===== src/rtl/div64_pkg.sv =====
// rtl/div64_pkg.sv - shared codes and state enum for the div64 host sequencer
// Divider state codes, host phase codes, chunk counts and the host FSM states.
package div64_pkg;

  localparam logic [2:0] DIV_IDLE = 3'd0;
  localparam logic [2:0] DIV_IN_A = 3'd1;
  localparam logic [2:0] DIV_IN_B = 3'd2;
  localparam logic [2:0] DIV_WB   = 3'd5;

  localparam logic [2:0] PH_IDLE   = 3'd0;
  localparam logic [2:0] PH_LOAD_A = 3'd1;
  localparam logic [2:0] PH_LOAD_B = 3'd2;
  localparam logic [2:0] PH_GO     = 3'd3;
  localparam logic [2:0] PH_READ   = 3'd4;

  localparam logic [2:0] CNT_ARM  = 3'd7;
  localparam logic [2:0] CNT_A_LO = 3'd1;
  localparam logic [2:0] CNT_A_HI = 3'd2;
  localparam logic [2:0] CNT_B_LO = 3'd0;
  localparam logic [2:0] CNT_B_HI = 3'd1;
  localparam logic [2:0] CNT_GO   = 3'd0;

  typedef enum logic [3:0] {
    S_IDLE, S_ARM, S_A_LO, S_A_HI, S_B_LO, S_B_HI, S_GO,
    S_RD3, S_RD2, S_RD1, S_RD0, S_RELEASE, S_ABORT, S_RESULT
  } host_state_e;

  function automatic logic [6:0] mb_word(input logic [2:0] ph, input logic [2:0] cnt);
    return {ph, 1'b1, cnt};
  endfunction

endpackage


===== src/rtl/div64_timeout.sv =====
// rtl/div64_timeout.sv - per-state wait counter for the div64 host
// Counts cycles while enabled; expired_o flags the TIMEOUT_CYCLES-th cycle in a state.
module div64_timeout #(
  parameter int TIMEOUT_CYCLES = 4096
) (
  input  logic clk,
  input  logic rst_n_i,
  input  logic clr_i,
  input  logic en_i,
  output logic expired_o
);

  localparam int W = $clog2(TIMEOUT_CYCLES + 1);
  localparam logic [W-1:0] ONE  = W'(1);
  localparam logic [W-1:0] LAST = W'(TIMEOUT_CYCLES - 1);

  logic [W-1:0] cnt_q, cnt_d;

  assign expired_o = en_i && (cnt_q == LAST);

  always_comb begin
    cnt_d = cnt_q;
    if (clr_i) begin
      cnt_d = '0;
    end else if (en_i && !expired_o) begin
      cnt_d = cnt_q + ONE;
    end
  end

  always_ff @(posedge clk or negedge rst_n_i) begin
    if (!rst_n_i) begin
      cnt_q <= '0;
    end else begin
      cnt_q <= cnt_d;
    end
  end

endmodule


===== src/rtl/div64_host.sv =====
// rtl/div64_host.sv - chunked-protocol sequencer driving the 64-bit divider
// Loads operands as four 32-bit chunks, starts the divide, reads back r/q, presents the result.
module div64_host
  import div64_pkg::*;
#(
  parameter int TIMEOUT_CYCLES = 4096
) (
  input  logic        clk,
  input  logic        reset,
  input  logic        op_valid,
  output logic        op_ready,
  input  logic [63:0] op_a,
  input  logic [63:0] op_b,
  output logic        res_valid,
  input  logic        res_ready,
  output logic [63:0] res_q,
  output logic [63:0] res_r,
  output logic        res_dbz,
  output logic        res_err,
  output logic        busy,
  output logic [6:0]  mb_cnt,
  output logic [31:0] from_mb,
  input  logic [31:0] out_chunk,
  input  logic [6:0]  cnt_div
);

  host_state_e state_q, state_d, nxt;
  logic        adv, wait_st, tmo_exp;
  logic [6:0]  mb_cnt_q, mb_cnt_d;
  logic [31:0] from_mb_q, from_mb_d;
  logic [63:0] a_q, b_q, quo_q, rem_q;
  logic        dbz_q, err_q;
  logic [2:0]  div_state;
  logic [3:0]  div_cnt;

  assign div_state = cnt_div[6:4];
  assign div_cnt   = cnt_div[3:0];

  assign op_ready  = (state_q == S_IDLE);
  assign busy      = (state_q != S_IDLE);
  assign res_valid = (state_q == S_RESULT);
  assign res_q     = quo_q;
  assign res_r     = rem_q;
  assign res_dbz   = dbz_q;
  assign res_err   = err_q;
  assign mb_cnt    = mb_cnt_q;
  assign from_mb   = from_mb_q;

  // Each wait state checks a cnt_div value the previous step cannot leave behind.
  always_comb begin
    adv     = 1'b0;
    nxt     = state_q;
    wait_st = 1'b1;
    case (state_q)
      S_ARM:     begin nxt = S_A_LO;    adv = (div_state == DIV_IN_A); end
      S_A_LO:    begin nxt = S_A_HI;    adv = (div_cnt == 4'd1); end
      S_A_HI:    begin nxt = S_B_LO;    adv = (div_cnt == 4'd0); end
      S_B_LO:    begin nxt = S_B_HI;    adv = (div_state == DIV_IN_B) && (div_cnt == 4'd1); end
      S_B_HI:    begin nxt = S_GO;      adv = (div_cnt == 4'd0); end
      S_GO:      begin nxt = S_RD3;     adv = (div_state == DIV_WB); end
      S_RD3:     begin nxt = S_RD2;     adv = (div_state == DIV_WB) && (div_cnt == 4'd3); end
      S_RD2:     begin nxt = S_RD1;     adv = (div_state == DIV_WB) && (div_cnt == 4'd2); end
      S_RD1:     begin nxt = S_RD0;     adv = (div_state == DIV_WB) && (div_cnt == 4'd1); end
      S_RD0:     begin nxt = S_RELEASE; adv = (div_state == DIV_WB) && (div_cnt == 4'd0); end
      S_RELEASE: begin nxt = S_RESULT;  adv = (div_state == DIV_IDLE); end
      default:   wait_st = 1'b0;
    endcase
  end

  always_comb begin
    state_d = state_q;
    case (state_q)
      S_IDLE:   if (op_valid) state_d = (op_b == 64'd0) ? S_RESULT : S_ARM;
      S_ABORT:  state_d = S_RESULT;
      S_RESULT: if (res_ready) state_d = S_IDLE;
      default: begin
        if (adv) state_d = nxt;
        else if (tmo_exp) state_d = S_ABORT;
      end
    endcase
  end

  // mb_cnt/from_mb are registered from the next state so they change on the entry edge.
  always_comb begin
    mb_cnt_d  = '0;
    from_mb_d = '0;
    case (state_d)
      S_ARM:  mb_cnt_d = mb_word(PH_LOAD_A, CNT_ARM);
      S_A_LO: begin mb_cnt_d = mb_word(PH_LOAD_A, CNT_A_LO); from_mb_d = a_q[31:0];  end
      S_A_HI: begin mb_cnt_d = mb_word(PH_LOAD_A, CNT_A_HI); from_mb_d = a_q[63:32]; end
      S_B_LO: begin mb_cnt_d = mb_word(PH_LOAD_B, CNT_B_LO); from_mb_d = b_q[31:0];  end
      S_B_HI: begin mb_cnt_d = mb_word(PH_LOAD_B, CNT_B_HI); from_mb_d = b_q[63:32]; end
      S_GO:   mb_cnt_d = mb_word(PH_GO, CNT_GO);
      S_RD3:  mb_cnt_d = mb_word(PH_READ, 3'd3);
      S_RD2:  mb_cnt_d = mb_word(PH_READ, 3'd2);
      S_RD1:  mb_cnt_d = mb_word(PH_READ, 3'd1);
      S_RD0:  mb_cnt_d = mb_word(PH_READ, 3'd0);
      default: ;
    endcase
  end

  div64_timeout #(.TIMEOUT_CYCLES(TIMEOUT_CYCLES)) u_timeout (
    .clk      (clk),
    .rst_n_i  (reset),
    .clr_i    (state_d != state_q),
    .en_i     (wait_st),
    .expired_o(tmo_exp)
  );

  always_ff @(posedge clk or negedge reset) begin
    if (!reset) begin
      state_q   <= S_IDLE;
      mb_cnt_q  <= '0;
      from_mb_q <= '0;
      a_q       <= '0;
      b_q       <= '0;
      quo_q     <= '0;
      rem_q     <= '0;
      dbz_q     <= 1'b0;
      err_q     <= 1'b0;
    end else begin
      state_q   <= state_d;
      mb_cnt_q  <= mb_cnt_d;
      from_mb_q <= from_mb_d;
      if (state_q == S_IDLE && op_valid) begin
        a_q   <= op_a;
        b_q   <= op_b;
        err_q <= 1'b0;
        dbz_q <= (op_b == 64'd0);
        quo_q <= (op_b == 64'd0) ? '1 : '0;
        rem_q <= (op_b == 64'd0) ? op_a : '0;
      end else if (adv) begin
        case (state_q)
          S_RD3: rem_q[31:0]  <= out_chunk;
          S_RD2: rem_q[63:32] <= out_chunk;
          S_RD1: quo_q[31:0]  <= out_chunk;
          S_RD0: quo_q[63:32] <= out_chunk;
          default: ;
        endcase
      end else if (state_d == S_ABORT) begin
        quo_q <= '0;
        rem_q <= '0;
        dbz_q <= 1'b0;
        err_q <= 1'b1;
      end
    end
  end

endmodule


===== config.mk =====
export PLATFORM = sky130hd
export DESIGN_NAME = div64_host
export DESIGN_NICKNAME = d
export VERILOG_FILES = /design/src/rtl/div64_pkg.sv /design/src/rtl/div64_timeout.sv /design/src/rtl/div64_host.sv
export SDC_FILE = /design/constraint.sdc
export NUM_CORES = 1
export LEC_CHECK = 0
export CAP_MARGIN = 10
export CORE_UTILIZATION = 45
export DETAILED_ROUTE_END_ITERATION = 8
export GPL_TIMING_DRIVEN = 0
export HOLD_SLACK_MARGIN = 0.02
export PLACE_DENSITY = 0.77
export SLEW_MARGIN = 40
export SYNTH_ARGS = -nofsm -noshare
export SYNTH_HDL_FRONTEND = slang
export SYNTH_SLANG_ARGS = --single-unit

===== constraint.sdc =====
create_clock -name clk -period 2.8 [get_ports clk]
set_input_delay 0.56 -clock clk [delete_from_list [all_inputs] [get_ports clk]]
set_output_delay 0.56 -clock clk [all_outputs]
set_load 0.01 [all_outputs]

Yosys cells after proc, flatten, opt, wreduce, memory -nomap -nowiden
Cells that the tools add are included.
- add/subtract/negate cells: 1
- equality and inequality tests: 37
- multiplexer cells: 30
- reductions and logical operators: 24
- operator list (kind ; count):
    $mux 64 ; 7
    $mux 32 ; 4
    $pmux 32 s4 ; 1
    $pmux 7 s10 ; 1
    $logic_not 64->1 ; 1
    $pmux 4 s11 ; 1
    $eq 4x4->1 const B ; 10
    $eq 4x3->1 const B ; 8
    $mux 13 ; 2
    $eq 4x2->1 const B ; 6
    $mux 4 ; 5
    $add 13x1->13 const B ; 1
    $eq 13x12->1 const B ; 1
    $eq 4x1->1 const B ; 3
    $ne 3x1->1 const B ; 4
    $pmux 4 s3 ; 1
    $reduce_or 11->1 ; 1
    $pmux 1 s10 ; 1
    $reduce_and 2->1 ; 5
    $logic_and 1x1->1 ; 8
    $logic_not 4->1 ; 2
    $mux 1 ; 7
    $ne 4x4->1 ; 1
    $reduce_bool 2->1 ; 2
    9 further kinds ; 9
- bits in registers: 314
- input port bits: 171

Logic depth before layout (Yosys ltp)
- depth after elaboration: 11
- mapped depth: 13

By module
From an unflattened synthesis, not the netlist that was laid out.
- cell total of the unflattened synthesis: 1412
- area total of the unflattened synthesis: 14376.3 sq um
- by module, submodules not included (module ; instances ; cells each ; area an instance (sq um) ; sequential area each (sq um)):
    div64_host ; 1 ; 1333 ; 13639.3 ; 7532.2
    div64_timeout ; 1 ; 79 ; 737.0 ; 325.3

Worst setup path after synthesis
No wires, ideal clock.
- kind: input-to-reg
- start: input port op_b[38]
- end: register rem_q[33] (netlist: res_r[33])
- arrival: 2.806 ns
- required time: 2.675 ns
- slack: -0.132 ns
- stages: 10
- cell sequence: nor4_1 -> nand4_1 -> or4_1 -> or2_0 -> clkbuf_1 -> nand4_4 -> nand3_4 -> o311ai_4 -> buf_6 -> mux2_4
- cells in the longest elaborated chain, start to end: 7
- elaborated cells between the ends (all ways): 9
- classes of those cells: 1 x eq/ne; 5 x mux; 3 x reduce/logical
- ends and longest elaborated chain (item ; line ; source):
    from (decl) ; div64_host.sv:13 ; input logic [63:0] op_b,
    $logic_not 64->1 (*) ; div64_host.sv:73, div64_host.sv:131 ;
    $mux 4 (2 in series) ; div64_host.sv:73 ; S_IDLE: if (op_valid) state_d = (op_b == 64'd0) ? S_RESULT : S_ARM;
    $pmux 4 s3 ; div64_host.sv:72 ; case (state_q)
    $eq 4x4->1 ; div64_host.sv:140 ; end else if (state_d == S_ABORT) begin
    $reduce_bool 3->1 (no line) ; -- ;
    $reduce_and 2->1 (no line) ; -- ;
    to (signal assigned) ; div64_host.sv:131 ; rem_q <= (op_b == 64'd0) ? op_a : '0;
    to (signal assigned) ; div64_host.sv:135 ; S_RD2: rem_q[63:32] <= out_chunk;
    to (decl) ; div64_host.sv:31 ; logic [63:0] a_q, b_q, quo_q, rem_q;
Every way passes the cells marked *; elsewhere a longest branch is shown, timed or not.
A chain may end at the register's enable or synchronous reset.

Worst setup path in the final report
- start: register state_q[1]
- end: register from_mb_q[24] (netlist: from_mb[24])
- cells in the longest elaborated chain, start to end: 9
- elaborated cells between the ends (all ways): 30
- classes of those cells: 17 x eq/ne; 9 x mux; 4 x reduce/logical
- ends and longest elaborated chain (item ; line ; source):
    from (decl) ; div64_host.sv:27 ; host_state_e state_q, state_d, nxt;
    from (signal assigned) ; div64_host.sv:122 ; state_q <= state_d;
    $eq 4x4->1, or another cell as far along ; div64_host.sv:54 ; case (state_q)
    $reduce_or 11->1 (no line) ; -- ;
    $mux 1 ; div64_host.sv:54 ;
    $logic_and 1x1->1 ; div64_timeout.sv:19 ; assign expired_o = en_i && (cnt_q == LAST);
    $mux 4 ; div64_host.sv:78 ; else if (tmo_exp) state_d = S_ABORT;
    $mux 4 ; div64_host.sv:77 ; if (adv) state_d = nxt;
    $pmux 4 s3 (*) ; div64_host.sv:72 ;
    $eq 4x3->1 / $eq 4x2->1 (equally long branches) ; div64_host.sv:87 ; case (state_d)
    $pmux 32 s4 (*) ; div64_host.sv:87 ;
    named net from_mb_d[24] ; div64_host.sv:30 ; logic [31:0] from_mb_q, from_mb_d;
    to (signal assigned) ; div64_host.sv:124 ; from_mb_q <= from_mb_d;
    to (decl) ; div64_host.sv:30 ;
The timed path passes the listed nets; every way through them passes the cells marked *.

==> results.md <==
- Wire length on met3: 5150 µm
- CTS H-tree lvls: 2
- Die width: 178 µm
- Final hold viol count: 0
- Worst EP required: 3.24 ns
- Routed WL: 54100 µm
- CP Max Fanout: 10
- Delay-heaviest family, CP: buffers and inverters
- Critical Path Max Stage Delay: 0.43 ns
- Antenna Nets Post-Route: 0
- Root Driver: clkbuf_16
- Initial antenna violation count: 2
- Tightest Pin Transition: 0.753 ns
- Syn_nets: 1539
- Top_reg_cell synth: dfrtp_1
- Crit-path cells: buf_2, buf_2, nor2_1, nor2_1, o22ai_1, or4_4, o311a_1, buf_6, buf_6, buf_6, nor4_4, buf_6, buf_6, buf_6, a22oi_2, o21ai_1
- Maxcap violations: 0
- Seq/Total Area, Yosys: 0.567
- Clk slew on worst S/H paths: 0.06 ns
- Buffers & Inverters on Critical Path: 8
- Crit start category: flip-flop
- DR iter-0 viols: 1329
- Hpwl dp: 36400 µm
- Async S/R FF share, synth: 1.00
- Core area: 0.0300 mm²
- Die H: 178 µm
- Number of global-route vias before repair: 12900
- Metal-1 WL: 20600 µm
- Post-synthesis register bit count: 314
- Clk_skew: 0.0121 ns
- Met2 routed WL: 25800 µm
- Ant. Diodes: 0
- Worst hold slack: 0.298 ns
- Peak supply drop: 547 µV
- Crit path capture: from_mb[24]
- Initial core utilization: 0.463
- 1st-pass router iterations: 8
- Finish-stage setup viols: 182
- Worst reg2reg path depth: 16
- First-pass GRT wire length: 75200 µm
- Crit-path slowest cell: or4_4
- Placer Congestion: 0.964
- DRC Markers: 1
- Global router's overall resource usage: 0.319
- Area leader, netlist: dfrtp_1
- Top Ports: 343
- CTS tree: built
- CTS Sinks: 314
- Die area: 0.0315 mm²
- Syn Inst Count: 1367
- Pins Over Slew Limit: 0
- Fmax: 0.310 GHz
- Synth warnings: 0
- R2R setup slack: -0.43 ns
- Final cycle utilization of the critical path: 1.15
- CTS Buf Count: 35
- CP arrival: 3.66 ns
- Uppermost layer routed: met5
- Slew headroom: 0.498
- Via Count: 13100
- Number of distinct library cells after synthesis: 67
- Worst Setup SP: state_q[1]
- Largest net degree at the start of global routing: 77
- Worst hold path class: input pin to flip-flop
- Synth-to-Final Area Change: 55.5%
- Leak: 9.94 nW
- Status: complete, but fails checks
- Crit end category: flip-flop
- Clock Latency Late Sink: 0.51 ns
- Crit path depth: 16
- Post-synth EDFFs: 0
- Vias per cell: 5.82
- CP dominant cell by count: buf_6
- RSZ-0062 raised after global routing: yes
- Crit Path Class: flip-flop to flip-flop
- Post-layout util: 0.720
- Mapped Area: 0.0139 mm²
- R2R Path Start: state_q[1]
- Top cell type's share of synthesized area: 0.567
- Layout cells sized above 1: 0.250
- WL per Instance: 24.1 µm
- RR Endpoint: from_mb[24]
- Violated checks: design-rule violations, negative setup slack
- Largest cells by area after synthesis: dfrtp_1 57%, nand2_1 13%, mux2_1 5.4%
- Fin nets: 2007
- Post-route minimum period: 3.23 ns
- P per Cell Area: 1000 mW/mm²
- Clock Path Buffers: 3
- Total gr overflow: 0
- Syn avg cell area: 10.1 µm²
- Port Buf Inserts: 342
- FP Rows: 63
- Slack of the critical path: -0.428 ns
- FILL cells: 2059
worst reg2reg max path: stages (launching register included):
cell and delay [ns]:
dfrtp_1 0.41, buf_2 0.19, buf_2 0.28, nor2_1 0.12
nor2_1 0.19, o22ai_1 0.14, or4_4 0.43, o311a_1 0.15
buf_6 0.14, buf_6 0.12, buf_6 0.12, nor4_4 0.28
buf_6 0.19, buf_6 0.15, buf_6 0.11, a22oi_2 0.05
o21ai_1 0.08
cells in the final DEF, fill, tap and decap left out, types with 6 or more instances in the layout:
cell	netlist	layout
clkbuf_4	0	10
nor4_2	1	10
clkbuf_16	0	45
dlygate4sd2_1	0	51
clkinv_2	0	8
buf_4	2	39
nand4_1	9	9
nor2_1	27	19
clkbuf_8	0	8
dfrtp_1	314	313
nor4_4	0	9
xor2_1	7	6
mux2_4	30	92
nor3_1	9	6
mux2i_1	23	14
nand2_2	1	16
a22oi_1	41	24
buf_2	18	8
buf_6	11	26
clkbuf_2	0	10
nand2_1	496	477
o22ai_2	0	8
mux2i_2	0	6
a21oi_1	11	6
nand3_1	11	10
clkbuf_1	52	30
buf_12	0	23
o21ai_0	41	38
o21ai_2	1	29
clkdlybuf4s50_1	0	277
buf_16	0	6
o21a_1	34	33
buf_8	0	15
o21ai_1	54	28
a22oi_2	0	17
what timing repair did:
action,4_1_cts,5_1_grt
gates cloned,8,14
hold endpoints to repair,19,0
hold buffers,1,0
pin swaps,36,49
buffers inserted,35,29
gates resized for setup,222,208
endpoints found under the setup margin,277,241
cells by family after synthesis:
family,after synthesis,synth area share
simple gates,603,0.179
flops,314,0.567
compound gates,223,0.108
mux,119,0.103
buf+inv,94,0.0336
xor+xnor,13,0.00821
fa+ha+maj,1,0.000902
report_power, final:
part | total, mW | internal, mW | leakage, nW | switching (mW)
clock | 4.79 | 2.87 | 0.572 | 1.92
sequential | 7.18 | 6.09 | 4.14 | 1.09
combinational | 9.64 | 4.82 | 5.23 | 4.83
worst min-delay path by stage:
stage / to / start / depth (start not counted) / slack, ns
global placement: a_q[51] / a_q[51] / 2 / 0.46
detailed placement: b_q[38] / b_q[38] / 2 / 0.46
CTS: b_q[48] / op_b[48] / 3 / 0.38
floorplan: a_q[0] / reset / 0 / 0.26
global route: b_q[18] / op_b[18] / 3 / 0.32
finish: b_q[18] / op_b[18] / 3 / 0.30
cell usage after synthesis, types with 3 or more instances:
cell type,number
nor4_1,20
o21ai_1,54
buf_2,18
buf_6,11
nor2_1,27
or4_1,3
clkbuf_1,52
nand2b_1,4
nor3_1,9
o211ai_1,4
xnor2_1,6
o21a_1,34
nand2_1,496
mux2_4,30
o21ai_0,41
o22ai_1,15
inv_1,6
mux2_1,66
xor2_1,7
mux2i_1,23
nand4_1,9
nand3_1,11
nor2b_1,3
a21oi_1,11
inv_2,3
dfrtp_1,314
a22oi_1,41
through the flow:
step / power, mW / instances / instance area, µm² / setup slack (ns) / TNS (ns)
6_report: 21.6 / 2249 / 21600 / -0.428 / -50.04
4_1_cts: 19.6 / 2207 / 20300 / -0.196 / -18.98
2_1_floorplan: 10.6 / 1367 / 14200 / -0.115 / -8.64
5_1_grt: 22.4 / 2249 / 21600 / -0.496 / -65.02
3_3_place_gp: 13.6 / 2099 / 18100 / -12.09 / -4040.01
3_5_place_dp: 13.8 / 2103 / 18200 / -1.49 / -261.74
registers in the layout (all words and copies together), names as in the netlist:
name / flops
res_err: 1
state_q: 4
res_dbz: 1
a_q: 64
mb_cnt: 7
res_r: 64
from_mb: 32
u_timeout.cnt_q: 13
b_q: 64
res_q: 64
routing by layer:
layer  track usage  vias to the layer above
li1              -                     5586
met1         0.405                     6478
met2         0.521                      828
met3        0.0773                      189
met4         0.129                        4
met5             0                        -
area by class of cell:
class                   count  area [µm²]  share of cell area
plain buffers              83         786              0.0364
clock buffers              43         946              0.0439
clock inverters            18         229              0.0106
inverters                   9        40.0             0.00186
multi-input cells         959        6660               0.309
flip-flops and latches    314        7860               0.364
well taps                 390         488              0.0226
repair buffers            433        4560               0.211
Note: power is estimated with default switching activity, not from simulation.
